===== src/rtl/dreq_unit_if.sv =====
// Pipeline/cache request bundle for dreq_unit.
// master = pipeline + cache side, slave = the request unit.
interface dreq_unit_if #(
    parameter int DATA_W = 32,
    parameter int ADDR_W = 32
);
    logic              req_ren;
    logic              req_wen;
    logic [ADDR_W-1:0] req_addr;
    logic [DATA_W-1:0] req_wdata;
    logic              advance;
    logic              flush;
    logic              dhit;
    logic [DATA_W-1:0] dmemload;
    logic              dmemREN;
    logic              dmemWEN;
    logic [ADDR_W-1:0] dmemaddr;
    logic [DATA_W-1:0] dmemstore;
    logic              stall;
    logic [DATA_W-1:0] rdata;
    logic              done;
    logic              timeout_err;

    modport master (
        output req_ren, req_wen, req_addr, req_wdata, advance, flush, dhit, dmemload,
        input  dmemREN, dmemWEN, dmemaddr, dmemstore, stall, rdata, done, timeout_err
    );

    modport slave (
        input  req_ren, req_wen, req_addr, req_wdata, advance, flush, dhit, dmemload,
        output dmemREN, dmemWEN, dmemaddr, dmemstore, stall, rdata, done, timeout_err
    );
endinterface


===== src/rtl/dreq_unit.sv =====
// Memory-stage data request unit: issues one cache transaction per request,
// holds the pipeline while it is outstanding, and bounds the wait with a timeout.
//
// state | meaning
// IDLE  | no transaction; a request (not flushed) is accepted on the next edge
// BUSY  | cache enable asserted, waiting for dhit or timeout
// DONE  | transaction finished, waiting for advance/flush before a new request
module dreq_unit #(
    parameter int DATA_W  = 32,
    parameter int ADDR_W  = 32,
    parameter int TIMEOUT = 255
) (
    input  logic       CLK,
    input  logic       nRST,
    dreq_unit_if.slave bus
);
    localparam int               CNT_W    = (TIMEOUT > 0) ? $clog2(TIMEOUT + 1) : 1;
    localparam logic [CNT_W-1:0] CNT_LAST = CNT_W'((TIMEOUT > 0) ? TIMEOUT - 1 : 0);
    localparam logic [CNT_W-1:0] CNT_MAX  = {CNT_W{1'b1}};

    typedef enum logic [1:0] {ST_IDLE, ST_BUSY, ST_DONE} state_t;

    state_t            r_state;
    state_t            w_next;
    logic [CNT_W-1:0]  r_cnt;
    logic [ADDR_W-1:0] r_addr;
    logic [DATA_W-1:0] r_wdata;
    logic [DATA_W-1:0] r_rdata;
    logic              r_is_wr;
    logic              r_flushed;
    logic              r_ren;
    logic              r_wen;
    logic              r_done;
    logic              r_terr;

    logic w_req;
    logic w_accept;
    logic w_to_hit;
    logic w_busy_end;
    logic w_flushed;
    logic w_next_wr;
    logic w_stall;

    assign w_req      = bus.req_ren | bus.req_wen;
    assign w_accept   = (r_state == ST_IDLE) && w_req && !bus.flush;
    assign w_to_hit   = (TIMEOUT != 0) && (r_cnt == CNT_LAST);
    assign w_busy_end = (r_state == ST_BUSY) && (bus.dhit || w_to_hit);
    // A flush arriving in the final BUSY cycle still suppresses completion.
    assign w_flushed  = r_flushed | bus.flush;
    assign w_next_wr  = w_accept ? bus.req_wen : r_is_wr;

    always_ff @(posedge CLK or negedge nRST) begin
        if (!nRST) begin
            r_state <= ST_IDLE;
        end else begin
            r_state <= w_next;
        end
    end

    always_comb begin
        w_next = r_state;
        case (r_state)
            ST_IDLE: if (w_accept) w_next = ST_BUSY;
            ST_BUSY: if (w_busy_end) w_next = w_flushed ? ST_IDLE : ST_DONE;
            ST_DONE: if (bus.advance || bus.flush) w_next = ST_IDLE;
            default: w_next = ST_IDLE;
        endcase
    end

    always_comb begin
        w_stall = 1'b0;
        if (w_accept || (r_state == ST_BUSY)) w_stall = 1'b1;
    end

    always_ff @(posedge CLK or negedge nRST) begin
        if (!nRST) begin
            r_cnt     <= '0;
            r_addr    <= '0;
            r_wdata   <= '0;
            r_rdata   <= '0;
            r_is_wr   <= 1'b0;
            r_flushed <= 1'b0;
            r_ren     <= 1'b0;
            r_wen     <= 1'b0;
            r_done    <= 1'b0;
            r_terr    <= 1'b0;
        end else begin
            if (w_accept) begin
                r_addr    <= bus.req_addr;
                r_wdata   <= bus.req_wdata;
                r_is_wr   <= bus.req_wen;
                r_cnt     <= '0;
                r_flushed <= 1'b0;
            end else if (r_state == ST_BUSY) begin
                if (bus.flush) r_flushed <= 1'b1;
                if (!bus.dhit && (r_cnt != CNT_MAX)) r_cnt <= r_cnt + CNT_W'(1);
            end
            if (w_busy_end && bus.dhit && !w_flushed && !r_is_wr) r_rdata <= bus.dmemload;
            if ((r_state == ST_BUSY) && !bus.dhit && w_to_hit) r_terr <= 1'b1;
            r_done <= w_busy_end && !w_flushed;
            r_ren  <= (w_next == ST_BUSY) && !w_next_wr;
            r_wen  <= (w_next == ST_BUSY) && w_next_wr;
        end
    end

    assign bus.dmemREN     = r_ren;
    assign bus.dmemWEN     = r_wen;
    assign bus.dmemaddr    = r_addr;
    assign bus.dmemstore   = r_wdata;
    assign bus.stall       = w_stall;
    assign bus.rdata       = r_rdata;
    assign bus.done        = r_done;
    assign bus.timeout_err = r_terr;
endmodule


===== src/flat_wrapper.sv =====
// flat-port wrapper written by rule: the top's interface ports become plain ports
module dreq_unit_flat 
#(
    parameter int DATA_W  = 32,
    parameter int ADDR_W  = 32,
    parameter int TIMEOUT = 255
)
  (CLK, nRST, bus_req_ren, bus_req_wen, bus_req_addr, bus_req_wdata, bus_advance, bus_flush, bus_dhit, bus_dmemload, bus_dmemREN, bus_dmemWEN, bus_dmemaddr, bus_dmemstore, bus_stall, bus_rdata, bus_done, bus_timeout_err);
  dreq_unit_if #(.DATA_W(DATA_W), .ADDR_W(ADDR_W)) bus_i ();
  input  logic CLK;
  input  logic nRST;
  input wire logic [$bits(bus_i.req_ren)-1:0] bus_req_ren;
  input wire logic [$bits(bus_i.req_wen)-1:0] bus_req_wen;
  input wire logic [$bits(bus_i.req_addr)-1:0] bus_req_addr;
  input wire logic [$bits(bus_i.req_wdata)-1:0] bus_req_wdata;
  input wire logic [$bits(bus_i.advance)-1:0] bus_advance;
  input wire logic [$bits(bus_i.flush)-1:0] bus_flush;
  input wire logic [$bits(bus_i.dhit)-1:0] bus_dhit;
  input wire logic [$bits(bus_i.dmemload)-1:0] bus_dmemload;
  output wire logic [$bits(bus_i.dmemREN)-1:0] bus_dmemREN;
  output wire logic [$bits(bus_i.dmemWEN)-1:0] bus_dmemWEN;
  output wire logic [$bits(bus_i.dmemaddr)-1:0] bus_dmemaddr;
  output wire logic [$bits(bus_i.dmemstore)-1:0] bus_dmemstore;
  output wire logic [$bits(bus_i.stall)-1:0] bus_stall;
  output wire logic [$bits(bus_i.rdata)-1:0] bus_rdata;
  output wire logic [$bits(bus_i.done)-1:0] bus_done;
  output wire logic [$bits(bus_i.timeout_err)-1:0] bus_timeout_err;
  assign bus_i.req_ren = bus_req_ren;
  assign bus_i.req_wen = bus_req_wen;
  assign bus_i.req_addr = bus_req_addr;
  assign bus_i.req_wdata = bus_req_wdata;
  assign bus_i.advance = bus_advance;
  assign bus_i.flush = bus_flush;
  assign bus_i.dhit = bus_dhit;
  assign bus_i.dmemload = bus_dmemload;
  assign bus_dmemREN = bus_i.dmemREN;
  assign bus_dmemWEN = bus_i.dmemWEN;
  assign bus_dmemaddr = bus_i.dmemaddr;
  assign bus_dmemstore = bus_i.dmemstore;
  assign bus_stall = bus_i.stall;
  assign bus_rdata = bus_i.rdata;
  assign bus_done = bus_i.done;
  assign bus_timeout_err = bus_i.timeout_err;
  dreq_unit #(.DATA_W(DATA_W), .ADDR_W(ADDR_W), .TIMEOUT(TIMEOUT)) u_core (.CLK(CLK), .nRST(nRST), .bus(bus_i));
endmodule

===== config.mk =====
export PLATFORM = sky130hd
export DESIGN_NAME = dreq_unit_flat
export DESIGN_NICKNAME = d
export VERILOG_FILES = /design/src/rtl/dreq_unit_if.sv /design/src/rtl/dreq_unit.sv /design/src/flat_wrapper.sv
export SDC_FILE = /design/constraint.sdc
export NUM_CORES = 1
export LEC_CHECK = 0
export BUFFER_PORTS_ARGS = -buffer_cell sky130_fd_sc_hd__buf_2
export CAP_MARGIN = 40
export CORE_UTILIZATION = 40
export DETAILED_ROUTE_END_ITERATION = 8
export PLACE_DENSITY = 0.68
export SLEW_MARGIN = 10
export SYNTH_ARGS = -nofsm -noshare
export SYNTH_HDL_FRONTEND = slang
export SYNTH_SLANG_ARGS = --single-unit

===== constraint.sdc =====
create_clock -name CLK -period 3.08 [get_ports CLK]
set_input_delay 0.308 -clock CLK [delete_from_list [all_inputs] [get_ports CLK]]
set_output_delay 0.308 -clock CLK [all_outputs]
set_load 0.005 [all_outputs]

==> out/results.tsv, run 1 <==
metric	value	unit
status	finished clean	
cts_tree	yes	
crit_slowest_cell	dfrtp_1	
synth-seq-area-share	0.629	
multi_input_area	1550	µm²
synth_top_area_cell	dfrtp_1	
clk_transition_reported_paths	110	ps
drt_iter0_drc	94	
hpwl	7.07	mm
hold_slack	145	ps
crit_buf_inv	2	
syn_nets	392	
ff2ff_path_depth	4	
hold_class	input pin to register	
grt_pass1_wl	15.3	mm
power_leakage	2.95	nW
crit_path_end	bus_stall	
grt_max_degree	58	
synth_compound_area_frac	0.0427	
yosys.area_share.simple	0.0376	
core_area	10800	µm²
ys_top_cells_by_area	dfrtp_1, mux2_2, mux2_4, a41oi_1, buf_6	
drt_pass1_iterations	4	
rows	38	
rrSetupSlack	1110	ps
diodes	0	
max_freq	502	MHz
hold_path_depth	2	
tns	0	ps
antenna_found_initial	0	
die_h	108	µm
vias	3116	
synth_ff_type	dfrtp_1	
fin_skew	15.5	ps
syn_to_final_growth	31.8	%
synth_top_cell_area_share	0.629	
drt-total-wl	9.74	mm
nets	595	
port_buffers	203	
placed_cells	618	
hold_viol	0	
synth_cell_types	37	
crit_family	simple AND/OR/NAND/NOR gates	
worstReg2RegStart	u_core.r_state[1]	
ys_ff_latch	112	
cts_resized	0	
start_util	0.411	
wl_per_cell	15.3	µm
cap_violations	0	
ant_nets	0	
synthMuxAreaShare	0.261	
die_w	108	µm
vias_per_cell	4.91	
totalPowerFinal	4.74	mW
slew_headroom	0.459	
rsz0062_at_grt	false	
cts_max_level	3	
die_area	11600	µm²
grt_overflow	0	
clock_latency	380	ps
post-route-period-util	0.647	
synthCells	287	
yosys_warnings	0	
syn_area_per_cell	15.5	µm²
slew_violations	0	
fin_util	0.542	
globalplace.congestion	0.754	
clk_path_buf_depth	2	
required	2770	ps
worstPathArrival	1690	ps
cp.depth	5	
synthArstFlopShare	1.00	
p_per_area	808	nW/µm²
grt_pass1_vias	3119	
setup_violations	0	
startpoint	u_core.r_state[1]	
synth_xor_area_frac	0	
synthAdderAreaFrac	0.00562	
cpPeakStageDelay	420	ps
end_kind	output port	
numCtsBuffers	9	
final_layout_size_suffix_gt1_frac	0.655	
synth_top_family_by_area	multiplexers	
worst-path-max-fanout	8	
track_usage	0.171	
ios	204	
worst-setup-path-type	register to output port	
tightest_slew	810	ps
synth_edf_count	0	
r2r_end	u_core.bus.dmemstore[13]	
crit_chain	or3_4, nor2_1, buf_4, a21o_1, buf_2	
final.min_clock_period	1990	ps
drc	0	
start_kind	register	
clkSinkCount	112	
seq_area	2800	µm²
final_cell_count_no_fill	635	
clock-root-buffer	clkbuf_8	
synth_area	4450	µm²
peakVddDrop	0.000423	V
n_fill_cell	955	
[cells in the mapped netlist, types with 4 or more instances]
| master | number |
|---|---|
| a41oi_1 | 4 |
| buf_2 | 5 |
| clkbuf_1 | 8 |
| dfrtp_1 | 112 |
| inv_1 | 5 |
| mux2_2 | 80 |
| mux2_4 | 16 |
| nand2_1 | 4 |
| nand3_1 | 4 |
| nor2_1 | 5 |
| nor3_1 | 4 |
| o21ai_0 | 5 |
[kinds of logic after synthesis]
group / after synthesis
mux: 98
simple gates: 29
fa+ha+maj: 2
flops: 112
compound gates: 25
buf+inv: 21
[worst register-to-register path, stage by stage, from the launching register on]
cell and delay, ps:
dfrtp_1 420, or3_4 410, or2_4 440, buf_12 270, mux2_4 330
[worst min path at each step]
stage / start / endpoint / slack (ps)
final: bus_dmemload[22] / u_core.bus.rdata[22] / 150
after global routing: bus_req_wdata[10] / u_core.bus.dmemstore[10] / 120
after CTS: bus_req_wdata[10] / u_core.bus.dmemstore[10] / 120
after detailed placement: nRST / u_core.bus.rdata[17] / 400
after global placement: nRST / u_core.bus.rdata[17] / 410
after floorplan: nRST / u_core.bus.dmemREN / 10
[state kept, by name, summed over array words and instances (netlist names)]
register,cells
u_core.bus.dmemaddr,32
u_core.r_is_wr,1
u_core.bus.dmemstore,32
u_core.r_flushed,1
u_core.bus.dmemREN,1
u_core.bus.dmemWEN,1
u_core.r_cnt,8
u_core.bus.done,1
u_core.r_state,2
u_core.bus.timeout_err,1
u_core.bus.rdata,32
[layer usage]
| layer | up-vias | wire [µm] | global-route usage |
|---|---|---|---|
| met5 | - | 0 | 0 |
| met2 | 133 | 4890 | 0.286 |
| met4 | 0 | 210 | 0.0597 |
| li1 | 1429 | - | - |
| met3 | 18 | 771 | 0.0630 |
| met1 | 1536 | 3860 | 0.201 |
[cell type report]
cell class | count | share of cell area
Clock buffer | 11 | 0.0241
Clock inverter | 5 | 0.0177
Inverter | 5 | 0.00320
Multi-Input combinational cell | 154 | 0.263
Sequential cell | 112 | 0.477
Tap cell | 140 | 0.0298
Timing Repair Buffer | 208 | 0.185
[where the power goes]
group	switching, mW	leakage, nW	internal, mW
clock network	0.486	0.124	0.563
registers	0.277	1.35	2.00
logic	0.553	1.48	0.870
[layout by cell type (no fill, tap or decap), types with 2 or more instances in the layout]
cell and instances:
mux2i_1 2, a31o_2 2, buf_2 202, a31oi_1 2, mux2_4 16, inv_1 5
dfrtp_1 112, mux2_2 80, a41oi_1 4, nand2_1 4, a211oi_1 3, bufinv_16 3
nor2_1 5, o22ai_1 2, and3_1 2, nor3_1 4, buf_4 3, nand3_1 4
o21ai_0 5, buf_12 2, clkbuf_8 10, ha_1 2
[repair_timing]
| item | CTS | global route |
|---|---|---|
| hold endpoints to repair | 44 | 0 |
| setup buffers | 0 | 0 |
| hold buffers | 1 | 0 |
[metrics by stage]
| step | instance area, µm² | setup slack [ps] |
|---|---|---|
| 4_1_cts | 5870 | 1050 |
| 6_report | 5870 | 1090 |
| 2_1_floorplan | 4450 | 1280 |
| 5_1_grt | 5870 | 969 |
| 3_3_place_gp | 5620 | 1060 |
| 3_5_place_dp | 5620 | 990 |
(Power assumes the default switching activity.)
==> inputs of run 2 (changes only) <==
- clock period: 3.08 -> 2.1 ns (I/O delays scaled with it)
==> run 2 against run 1 <==
  * First-iteration DRC count is 31% higher
  * Core utilization decreased by 0.36 points
  * Highest routed layer unchanged
  * Sequential power rose by 47%
  * Clock skew down 7.7 ps
  * Combinational power is 48% higher
  * Hold slack worse by 94 ps
==> out/results.tsv, run 2 (synthesized netlist as in run 1, its figures left out) <==
metric	value	unit	change
final_cell_mix	buf_2, dfrtp_1, mux2_2		
grt_overflow	0		unchanged
worst-setup-path-type	register to output port		
peakVddDrop	0.000710	V	+68%
drc	0		unchanged
grt_pass1_wl	15.0	mm	-2.0%
grt_max_degree	55		-5.2%
layout_commonest_cell	buf_2		
p_sw	1.88	mW	+43%
setup_slack	197	ps	-889 ps
grtUsageMet3	0.0684		+0.00545
grt_pass1_vias	3083		-1.2%
use_met1	0.207		+0.00650
fin_skew	7.81	ps	-7.67 ps
worstPathArrival	1690	ps	about the same
slew_violations	0		unchanged
ant_nets	0		unchanged
tightest_slew	417	ps	-393 ps
drt-total-wl	9.68	mm	-0.60%
p_per_area	1120	nW/µm²	+39%
status	finished clean		
busiest_layer	met2		
globalplace.congestion	0.738		-2.0%
cts_max_level	3		unchanged
start_kind	register		
p_sw_frac	0.287		+0.00997
start_util	0.411		unchanged
vias	3157		+1.3%
die_h	108	µm	unchanged
setup_violations	0		unchanged
ff2ff_path_depth	4		unchanged
p_int	4.67	mW	+36%
placed_cells	625		+1.1%
final_cell_count_no_fill	640		+0.79%
clkSinkCount	112		unchanged
cts_setup_buffers	0		unchanged
vias_per_cell	4.93		+0.52%
track_usage	0.170		-0.00118
max_freq	525	MHz	
hold_slack	50.9	ps	-94.5 ps
die_area	11600	µm²	unchanged
clock_latency	380	ps	about the same
sequentialPowerShare	0.508		+0.029
die_w	108	µm	unchanged
wl_per_cell	15.1	µm	-1.4%
syn_to_final_growth	31.0	%	
hold_class	input pin to register		
dpl_cell_area	5670	µm²	+0.94%
fin_util	0.538		-0.00358
r2r_end	u_core.bus.dmemaddr[30]		
totalPowerFinal	6.56	mW	+38%
rsz0062_at_grt	false		
final.min_clock_period	1900	ps	
rrSetupSlack	240	ps	-870 ps
nets	602		+1.2%
worstReg2RegStart	u_core.r_state[1]		
use_met2	0.269		-0.0169
n_fill_cell	937		-1.9%
required	1890	ps	-880 ps
hold_path_depth	2		unchanged
cpPeakStageDelay	420	ps	about the same
hold_viol	0		unchanged
min_to	u_core.bus.dmemstore[9]		
slew_headroom	0.722		+0.263
core_area	10800	µm²	unchanged
clk_transition_reported_paths	100	ps	about the same
antenna_found_initial	0		unchanged
worst-path-max-fanout	8		unchanged
drt_pass1_iterations	4		unchanged
drt_iter0_drc	123		+31%
clock-root-buffer	clkbuf_8		
hpwl	7.26	mm	+2.6%
cap_violations	0		unchanged
cts_tree	yes		
ios	204		unchanged
power_leakage	2.94	nW	-0.39%
min_from	bus_req_wdata[9]		
diodes	0		unchanged
final_layout_size_suffix_gt1_frac	0.654		about the same
dp_slack	258	ps	-733 ps
tns	0	ps	unchanged
crit_chain	or3_4, nor2_1, buf_4, a21o_1, buf_2		
rows	38		unchanged
post-route-period-util	0.906		
end_kind	output port		
port_buffers	203		unchanged
stdcell_area	5830	µm²	-0.66%
numCtsBuffers	9		unchanged
combPwrFrac	0.321		+0.021
crit_slowest_cell	dfrtp_1		
clk_path_buf_depth	2		unchanged
clkPwrFrac	0.171		-0.050
## run 2: how the worst max path moves through the flow
stage / from / end / slack [ps] / depth (start not counted)
3_3_place_gp: u_core.r_state[1] / u_core.bus.dmemstore[11] / 290 / 4
5_1_grt: u_core.r_state[1] / bus_stall / 110 / 5
6_report: u_core.r_state[1] / bus_stall / 200 / 5
2_1_floorplan: u_core.r_state[1] / u_core.bus.dmemaddr[30] / 300 / 6
3_5_place_dp: u_core.r_state[1] / u_core.bus.dmemaddr[30] / 260 / 4
4_1_cts: u_core.r_state[1] / bus_stall / 180 / 5
## run 2: critical path: cells and delay by family, from the launching register on
family | cells | cell delay [ps]
compound gates | 1 | 100
buf+inv | 2 | 290
flops | 1 | 420
simple gates | 2 | 500
## run 2: layer usage
layer,vias up,routed length [µm],part of all wire
met2,143,4760,0.49
li1,1443,-,-
met3,17,826,0.085
met1,1554,3920,0.40
met4,0,174,0.018
met5,-,0,0
## run 2: timing repair
action,4_1_cts,5_1_grt
hold endpoints to repair,27,0
hold buffers,1,0
gates resized for setup,0,0
## run 2: area by class of cell
cell class / count / area (µm²) / share of cell area
clock buffer: 13 / 149 / 0.0255
clock inverter: 1 / 5.00 / 0.000858
inverter: 5 / 18.8 / 0.00322
multi-input combinational: 154 / 1550 / 0.265
sequential: 112 / 2800 / 0.480
tap: 140 / 175 / 0.0300
timing repair buffer: 215 / 1140 / 0.195
## run 2: power by group through the flow
stage	clock (mW)	combinational (mW)	sequential (mW)
floorplan	0	0.980	3.42
global placement	0	2.09	3.34
detailed placement	0	2.14	3.37
finish	1.12	2.10	3.33
global route	1.25	2.31	3.44
CTS	1.16	2.14	3.34
==> inputs of run 3 (changes only) <==
- CAP_MARGIN: 40 -> 30
- MAX_ROUTING_LAYER: unset -> met4
==> run 3 against run 2 <==
  * Die area stayed put
  * Cell count stayed put
  * First-iteration DRC count is 4.9% higher
  * Design area is the same
  * Critical endpoint unchanged
  * Highest routed layer unchanged
==> out/results.tsv, run 3 (synthesized netlist as in run 1, its figures left out) <==
metric	value	unit	change
post-route-period-util	0.905		-0.00126
status	finished clean		
cts_hold_buf	1		unchanged
clkSinkCount	112		unchanged
start_kind	register		
wl_per_cell	15.1	µm	about the same
grt_overflow	0		unchanged
grt_max_degree	55		unchanged
worstPathArrival	1690	ps	about the same
antenna_found_initial	0		unchanged
ios	204		unchanged
n_fill_cell	937		unchanged
vias	3152		-0.16%
rows	38		unchanged
drt_iter0_drc	129		+4.9%
worst-path-max-fanout	8		unchanged
globalplace.congestion	0.747		+1.2%
cap_violations	0		unchanged
cts_max_level	3		unchanged
tightest_slew	412	ps	-5.22 ps
setup_violations	0		unchanged
slew_headroom	0.726		+0.00348
dp_slack	258	ps	unchanged
clk_path_buf_depth	2		unchanged
syn_to_final_growth	31.0	%	unchanged
port_buffers	203		unchanged
grt_pass1_wl	15.0	mm	-0.14%
final_cell_mix	buf_2, dfrtp_1, mux2_2		
vias_per_cell	4.93		-0.16%
diodes	0		unchanged
tns	0	ps	unchanged
hold_viol	0		unchanged
setup_slack	199	ps	+2.65 ps
clk_transition_reported_paths	100	ps	about the same
core_area	10800	µm²	unchanged
drt-total-wl	9.68	mm	about the same
numCtsBuffers	9		unchanged
peakVddDrop	0.000708	V	-0.21%
ant_nets	0		unchanged
final.min_clock_period	1900	ps	-2.65 ps
grt_pass1_vias	3103		+0.65%
final_layout_size_suffix_gt1_frac	0.654		unchanged
end_kind	output port		
die_h	108	µm	unchanged
clock-root-buffer	clkbuf_8		
fin_skew	8.13	ps	+0.324 ps
slew_violations	0		unchanged
die_area	11600	µm²	unchanged
required	1890	ps	about the same
layout_commonest_cell	buf_2		
drc	0		unchanged
fin_util	0.538		unchanged
start_util	0.411		unchanged
hpwl	7.26	mm	unchanged
track_usage	0.174		+0.00442
p_per_area	1120	nW/µm²	about the same
cts_resized	0		unchanged
nets	602		unchanged
cts_setup_buffers	0		unchanged
rsz0062_at_grt	false		
crit_chain	or3_4, nor2_1, buf_4, a21o_1, buf_2		
clock_latency	370	ps	about the same
final_cell_count_no_fill	640		unchanged
totalPowerFinal	6.56	mW	about the same
cts_tree	yes		
worst-setup-path-type	register to output port		
die_w	108	µm	unchanged
crit_slowest_cell	dfrtp_1		
hold_class	input pin to register		
placed_cells	625		unchanged
power_leakage	2.94	nW	unchanged
cpPeakStageDelay	420	ps	about the same
drt_pass1_iterations	4		unchanged
max_freq	526	MHz	+0.14%
-- run 3: final cells by class --
class / instances / area [µm²] / share of cell area
flip-flops and latches: 112 / 2800 / 0.480
well taps: 140 / 175 / 0.0300
repair buffers: 215 / 1140 / 0.195
inverters: 5 / 18.8 / 0.00322
clock buffers: 13 / 149 / 0.0255
multi-input cells: 154 / 1550 / 0.265
clock inverters: 1 / 5.00 / 0.000858
-- run 3: critical path, delay by kind of cell, from the launching register on --
family          cells  cell delay (ps)
compound gates      1              100
buf+inv             2              290
flops               1              420
simple gates        2              500
-- run 3: worst paths after layout --
path	startpoint	to	slack (ps)	cells past startpoint
setup / recovery	u_core.r_state[1]	bus_stall	200	5
hold / removal	bus_req_wdata[9]	u_core.bus.dmemstore[9]	50	2
setup reg to reg	u_core.r_state[1]	u_core.bus.dmemaddr[30]	240	4
hold reg to reg	u_core.bus.timeout_err	u_core.bus.timeout_err	480	1
max in group asynchronous	nRST	u_core.bus.dmemaddr[16]	1180	3
min in group asynchronous	nRST	u_core.bus.rdata[13]	290	2
-- run 3: power by group --
| group | switching, mW | internal [mW] |
|---|---|---|
| Sequential | 0.403 | 2.93 |
| Combinational | 0.814 | 1.29 |
| Clock | 0.664 | 0.452 |
-- run 3: stage by stage --
step | instance area, µm² | hold slack [ps]
2_1_floorplan | 4450 | -85.6
3_3_place_gp | 5670 | 167
3_5_place_dp | 5670 | 169
4_1_cts | 5830 | 28.0
5_1_grt | 5830 | 32.6
6_report | 5830 | 53.5
-- run 3: routing by layer --
metal / vias to the layer above / GRT usage / wire, µm
li1: 1445 / - / -
met1: 1551 / 0.212 / 3970
met2: 139 / 0.269 / 4750
met3: 17 / 0.0593 / 748
met4: 0 / 0.0626 / 207
met5: - / - / 0
